==> config.mk <==
export PLATFORM = sky130hd
export DESIGN_NAME = fft_sample_loader
export DESIGN_NICKNAME = d
export VERILOG_FILES = /design/src/rtl/fft_pkg.sv /design/src/rtl/fft_window_rom.sv /design/src/rtl/fft_sample_loader.sv
export SDC_FILE = /design/constraint.sdc
export NUM_CORES = 1
export LEC_CHECK = 0
export CORE_MARGIN = 8
export CORE_UTILIZATION = 65
export CTS_BUF_LIST = sky130_fd_sc_hd__clkbuf_8 sky130_fd_sc_hd__clkbuf_16
export CTS_CLUSTER_DIAMETER = 50
export DETAILED_ROUTE_END_ITERATION = 10
export PLACE_DENSITY_LB_ADDON = 0.2
export SETUP_SLACK_MARGIN = 0.2
export SLEW_MARGIN = 20
export SYNTH_ARGS = -nofsm -noshare
export SYNTH_HDL_FRONTEND = slang
export SYNTH_SLANG_ARGS = --single-unit
export TNS_END_PERCENT = 50
==> constraint.sdc <==
create_clock -name clock -period 19.3 [get_ports clock]
set_input_delay 3.86 -clock clock [delete_from_list [all_inputs] [get_ports clock]]
set_output_delay 3.86 -clock clock [all_outputs]
set_load 0.05 [all_outputs]
==> src/rtl/fft_pkg.sv <==
// Shared sizes, FSM state type and the 32-point Hann window coefficients
// used by the FFT sample loader.
package fft_pkg;

  localparam int FFT_N      = 32;
  localparam int FFT_ADDR_W = 5;
  localparam int FFT_DATA_W = 16;

  typedef enum logic [1:0] {
    FILL      = 2'd0,
    START     = 2'd1,
    WAIT_DONE = 2'd2
  } loader_state_t;

  // w[n] = round(32767 * 0.5 * (1 - cos(2*pi*n/31))), symmetric about 15.5
  localparam logic [FFT_DATA_W-1:0] HANN_TABLE [FFT_N] = '{
    16'h0000, 16'h014F, 16'h0530, 16'h0B79, 16'h13E8, 16'h1E25, 16'h29C5, 16'h364F,
    16'h433D, 16'h500A, 16'h5C2F, 16'h672C, 16'h708F, 16'h77F4, 16'h7D10, 16'h7FAB,
    16'h7FAB, 16'h7D10, 16'h77F4, 16'h708F, 16'h672C, 16'h5C2F, 16'h500A, 16'h433D,
    16'h364F, 16'h29C5, 16'h1E25, 16'h13E8, 16'h0B79, 16'h0530, 16'h014F, 16'h0000
  };

endpackage

==> src/rtl/fft_window_rom.sv <==
// Combinational Hann coefficient lookup: index in, Q1.15 window weight out.
module fft_window_rom
  import fft_pkg::*;
(
  input  logic [FFT_ADDR_W-1:0] index,
  output logic [FFT_DATA_W-1:0] coef
);

  assign coef = HANN_TABLE[index];

endmodule

==> src/rtl/fft_sample_loader.sv <==
// Streams 32 real samples into the FFT data memory (optionally Hann windowed),
// launches the transform, then waits for a fresh FFT_done edge before refilling.
module fft_sample_loader
  import fft_pkg::*;
#(
  parameter int WINDOW_EN   = 1,
  parameter int FRAME_CNT_W = 8
) (
  input  logic                   clock,
  input  logic                   ACLR_n,
  input  logic                   sample_valid,
  input  logic [FFT_DATA_W-1:0]  sample_in,
  output logic                   sample_ready,
  input  logic                   FFT_done,
  output logic [FFT_ADDR_W-1:0]  LoadDataAddr,
  output logic [FFT_DATA_W-1:0]  data_real_in,
  output logic [FFT_DATA_W-1:0]  data_imag_in,
  output logic                   LoadDataWrite,
  output logic                   start_FFT,
  output logic [FRAME_CNT_W-1:0] frame_count
);

  localparam logic signed [2*FFT_DATA_W-1:0] ROUND_HALF = 32'sd16384;
  localparam logic signed [2*FFT_DATA_W-1:0] SAT_MAX    = 32'sd32767;
  localparam logic signed [2*FFT_DATA_W-1:0] SAT_MIN    = -32'sd32768;
  localparam logic [FFT_ADDR_W-1:0]          LAST_IDX   = FFT_ADDR_W'(FFT_N - 1);

  loader_state_t state, state_next;

  logic [FFT_ADDR_W-1:0] sample_idx;
  logic                  ready_en;
  logic                  done_q;
  logic                  done_rise;
  logic                  last_pending;
  logic                  accept;

  logic [FFT_DATA_W-1:0]          win_coef;
  logic signed [2*FFT_DATA_W-1:0] product;
  logic signed [2*FFT_DATA_W-1:0] rounded;
  logic [FFT_DATA_W-1:0]          windowed;
  logic [FFT_DATA_W-1:0]          load_value;

  fft_window_rom u_window_rom (
    .index (sample_idx),
    .coef  (win_coef)
  );

  // Q1.15 x Q1.15 multiply, round half up, drop 15 fraction bits, saturate.
  always_comb begin
    product  = $signed({{FFT_DATA_W{sample_in[FFT_DATA_W-1]}}, sample_in})
             * $signed({{FFT_DATA_W{win_coef[FFT_DATA_W-1]}}, win_coef});
    rounded  = (product + ROUND_HALF) >>> 15;
    if (rounded > SAT_MAX) begin
      windowed = SAT_MAX[FFT_DATA_W-1:0];
    end else if (rounded < SAT_MIN) begin
      windowed = SAT_MIN[FFT_DATA_W-1:0];
    end else begin
      windowed = rounded[FFT_DATA_W-1:0];
    end
  end

  assign load_value = (WINDOW_EN != 0) ? windowed : sample_in;

  // The write of index 31 is still on the bus for one cycle after its
  // acceptance; the FSM leaves FILL only once that write has been issued so
  // start_FFT lands strictly after the last memory write.
  assign last_pending = LoadDataWrite && (LoadDataAddr == LAST_IDX);
  assign done_rise    = FFT_done && !done_q;

  // NOTE: every variable driven here gets a default first, so no path can
  // leave one unassigned and infer a latch.
  always_comb begin
    state_next   = state;
    sample_ready = 1'b0;
    unique case (state)
      FILL: begin
        sample_ready = ready_en && !last_pending;
        if (last_pending) state_next = START;
      end
      START:     state_next = WAIT_DONE;
      WAIT_DONE: if (done_rise) state_next = FILL;
      default:   state_next = FILL;
    endcase
  end

  assign accept = sample_valid && sample_ready;

  // NOTE: sequential state uses non-blocking assignments only, so every
  // register samples pre-edge values regardless of statement order.
  always_ff @(posedge clock or negedge ACLR_n) begin
    if (!ACLR_n) begin
      state         <= FILL;
      ready_en      <= 1'b0;
      done_q        <= 1'b0;
      sample_idx    <= '0;
      frame_count   <= '0;
      LoadDataWrite <= 1'b0;
      LoadDataAddr  <= '0;
      data_real_in  <= '0;
      start_FFT     <= 1'b0;
    end else begin
      state         <= state_next;
      ready_en      <= 1'b1;
      done_q        <= FFT_done;
      start_FFT     <= (state_next == START);
      LoadDataWrite <= accept;
      if (accept) begin
        sample_idx   <= sample_idx + FFT_ADDR_W'(1);
        LoadDataAddr <= sample_idx;
        data_real_in <= load_value;
      end
      if (state == START) frame_count <= frame_count + FRAME_CNT_W'(1);
    end
  end

  assign data_imag_in = '0;

endmodule

==> flow_summary_export.csv <==
group,metric,value,unit
status,status,"finished clean",
cts,postCtsSetupBuffers,0,
cts,path_clk_slew,0.06,ns
detailed_routing,routed_wl,29500,um
timing,finalMaxSlewViolations,0,
floorplan,fp.dieH,155,um
timing,final_hold_viol_count,0,
final_layout,diodes,0,
global_routing,antenna_found_initial,0,
critical_path,startpoint_type,"input port",
floorplan,initial_core_util,66.5,%
placement,gp_congestion,0.955,
global_routing,grt_max_degree,50,
detailed_routing,drtAntennaViolNets,0,
yosys,async_flop_share,100,%
final_layout,final_common_cell,"inv_1",
floorplan,fp-row-count,50,
critical_path,critical_path_required,19.51,ns
critical_path,crit_chain,"clkdlybuf4s50_1 > and2_1 > inv_1 > fa_1 > fa_1 > inv_1 > fa_1 > fa_1 > fa_1 > inv_1 > fa_1 > inv_1 > ha_1 > a2111oi_0 > o21ai_0 > a221o_1 > and2_1 > a2111oi_2 > and2_1 > nor2_1 > o21ai_0",
critical_path,slowest_stage,"a2111oi_2",
yosys,synth_warnings,0,
detailed_routing,route.met3.wl,2260,um
final_layout,fin_util,70.7,%
global_routing,grtUsageTotal,26.1,%
cts,hold_buffers,0,
critical_path,worstSetupPathType,"input port to flip-flop",
timing,timing.clock.skew,0.00500,ns
detailed_routing,vias,9394,
placement,hpwl,23300,um
timing,worst_slew_pin_slew,1.06,ns
cts,cts_tree,"yes",
detailed_routing,dr.first_iter.drc_count,578,
critical_path,crit_path_max_fanout,15,
global_routing,grt_pass1_vias,9982,
detailed_routing,wl_per_cell,17.6,um
placement,io_buffers,51,
critical_path,arrival,11.33,ns
detailed_routing,top_layer_used,"met4",
final_layout,syn2layout_area_growth,6.35,%
critical_path,cp_common_cell,"fa_1",
critical_path,end_kind,"flip-flop",
final_layout,num-fill-cells,1479,
timing,setup_viol,0,
detailed_routing,drc,0,
yosys,syn_inst,1407,
floorplan,die_w,155,um
cts,clock-sinks,40,
timing,period_share,57.6,%
detailed_routing,met1Wirelength,12000,um
final_layout,drive_above_1_share,3.67,%
yosys,postSynthAreaPerCell,8.90,um^2
detailed_routing,wl_met2,14300,um
critical_path,cpPeakStageDelay,0.82,ns
yosys,synth_ff_type,"dfrtp_1",
global_routing,grt_overflow_total,0,
floorplan,core,18800,um^2
timing,tns,0,ns
critical_path,crit_buf_inv,5,
cts,insertion_delay,0.29,ns
cts,cts.repair.resized,0,
cts,cts_root_buf,"clkbuf_16",
timing,final.min_clock_period,11.13,ns
floorplan,ios,68,
detailed_routing,firstDrtPassIters,7,
yosys,synth_area,12500,um^2
critical_path,critPathTopFamily,"adder cells",
detailed_routing,vias_per_cell,5.61,
cts,cts_buffers,5,
yosys,synth_cell_type_count,74,
min_path,min_path_type,"flip-flop to flip-flop",
timing,relSlewSlack,29.0,%
yosys,ys_seq_elements,40,
yosys,yosysSeqAreaShare,8.00,%
cts,htreeDepth,2,
yosys,synth_edf_count,0,
timing,rsz0062_at_grt,"false",
floorplan,dieArea,24000,um^2
timing,fmax,89.9,MHz
job,cap_violations,0,
final_layout,finalNetCount,1788,
cts,cts_max_path_buffers,2,
global_routing,grt_pass1_wl,50100,um
final_layout,mostFrequentLayoutCells,"inv_1, fa_1, nand2_1",
==> sequential cells by signal, indices dropped and copies added (netlist names), 2 cells and up <==
name	count
sample_idx	5
state	2
LoadDataAddr	5
data_real_in	16
frame_count	8
==> through the flow <==
stage / hold WS [ns] / worst slack [ns] / instances / cell area (um^2)
2_1_floorplan: 0.458 / 9.24 / 1422 / 12600
3_3_place_gp: 0.460 / 8.08 / 1668 / 13100
3_5_place_dp: 0.466 / 7.86 / 1668 / 13100
4_1_cts: 0.473 / 8.18 / 1676 / 13300
5_1_grt: 0.489 / 7.68 / 1676 / 13300
6_report: 0.467 / 8.17 / 1676 / 13300
==> final cells by class <==
| class | count | area (um^2) | share of cell area (%) |
|---|---|---|---|
| timing repair buffer | 61 | 581 | 4.36 |
| clock inverter | 3 | 38.8 | 0.291 |
| multi-input combinational | 992 | 10100 | 75.6 |
| sequential | 40 | 1000 | 7.52 |
| tap | 260 | 325 | 2.44 |
| clock buffer | 5 | 125 | 0.940 |
| inverter | 315 | 1180 | 8.88 |
==> cell usage after synthesis (all sizes together), types with 5 or more instances <==
cell,count,area share (%)
nand2,168,5.0
nand2b,5,0.25
o211ai,5,0.34
or2,8,0.40
mux2,7,0.69
a211oi,5,0.30
a21oi,41,1.6
a221oi,5,0.35
nor2,28,0.84
clkbuf,46,1.4
nor3,12,0.48
inv,314,9.4
a31oi,5,0.30
o21ai,46,1.8
nand3,12,0.48
dfrtp,40,8.0
nor2b,10,0.50
mux2i,5,0.50
a21o,19,1.1
buf,29,1.6
xor2,11,0.77
and2,133,6.6
fa,245,39
xnor2,19,1.3
and3,6,0.30
nand4,9,0.45
ha,108,11
==> path summary, 6_finish.rpt <==
path | from | to | slack, ns | cells past startpoint
worst max-delay path | sample_in[15] | data_real_in[8]$_DFFE_PN0P_ | 8.17 | 21
worst min-delay path | frame_count[7]$_DFFE_PN0N_ | frame_count[7]$_DFFE_PN0N_ | 0.47 | 1
worst max register to register | sample_idx[1]$_DFFE_PN0P_ | data_real_in[8]$_DFFE_PN0P_ | 9.60 | 24
worst min register to register | frame_count[7]$_DFFE_PN0N_ | frame_count[7]$_DFFE_PN0N_ | 0.47 | 1
max in group asynchronous | ACLR_n | LoadDataAddr[2]$_DFFE_PN0P_ | 15.06 | 1
min in group asynchronous | ACLR_n | frame_count[7]$_DFFE_PN0N_ | 3.69 | 1
==> metal layers <==
layer  vias up  global-route usage [%]
met1      4686                    33.8
met3        58                    4.46
met5         -                       0
met2       351                    44.3
met4         0                    7.65
li1       4299                       -
==> cells by family (layout without fill, tap and decap cells) <==
logic type | count (synthesis) | in the layout | share of synthesized area, %
xor+xnor | 31 | 31 | 2.28
fa+ha+maj | 356 | 356 | 50.2
mux | 16 | 16 | 1.91
compound gates | 169 | 169 | 8.93
flops | 40 | 40 | 8.00
other cells | 2 | 17 | 0.0600
simple gates | 403 | 403 | 16.2
buf+inv | 390 | 384 | 12.4
==> worst reg2reg max path, stage by stage, from the launching register on <==
cell and delay [ns]:
dfrtp_1 0.62, inv_1 0.31, ha_1 0.54, and2_1 0.28
o32ai_1 0.44, or2_1 0.72, nand2_1 0.22, fa_1 0.60
fa_1 0.51, inv_1 0.31, fa_1 0.51, fa_1 0.51
fa_1 0.49, inv_1 0.05, fa_1 0.47, inv_1 0.04
ha_1 0.36, a2111oi_0 0.38, o21ai_0 0.15, a221o_1 0.37
and2_1 0.19, a2111oi_2 0.82, and2_1 0.44, nor2_1 0.10
o21ai_0 0.15
Power is left out: the tool's default activity adds up to more than one toggle a clock period on the data nets, which glitch-free logic cannot reach.
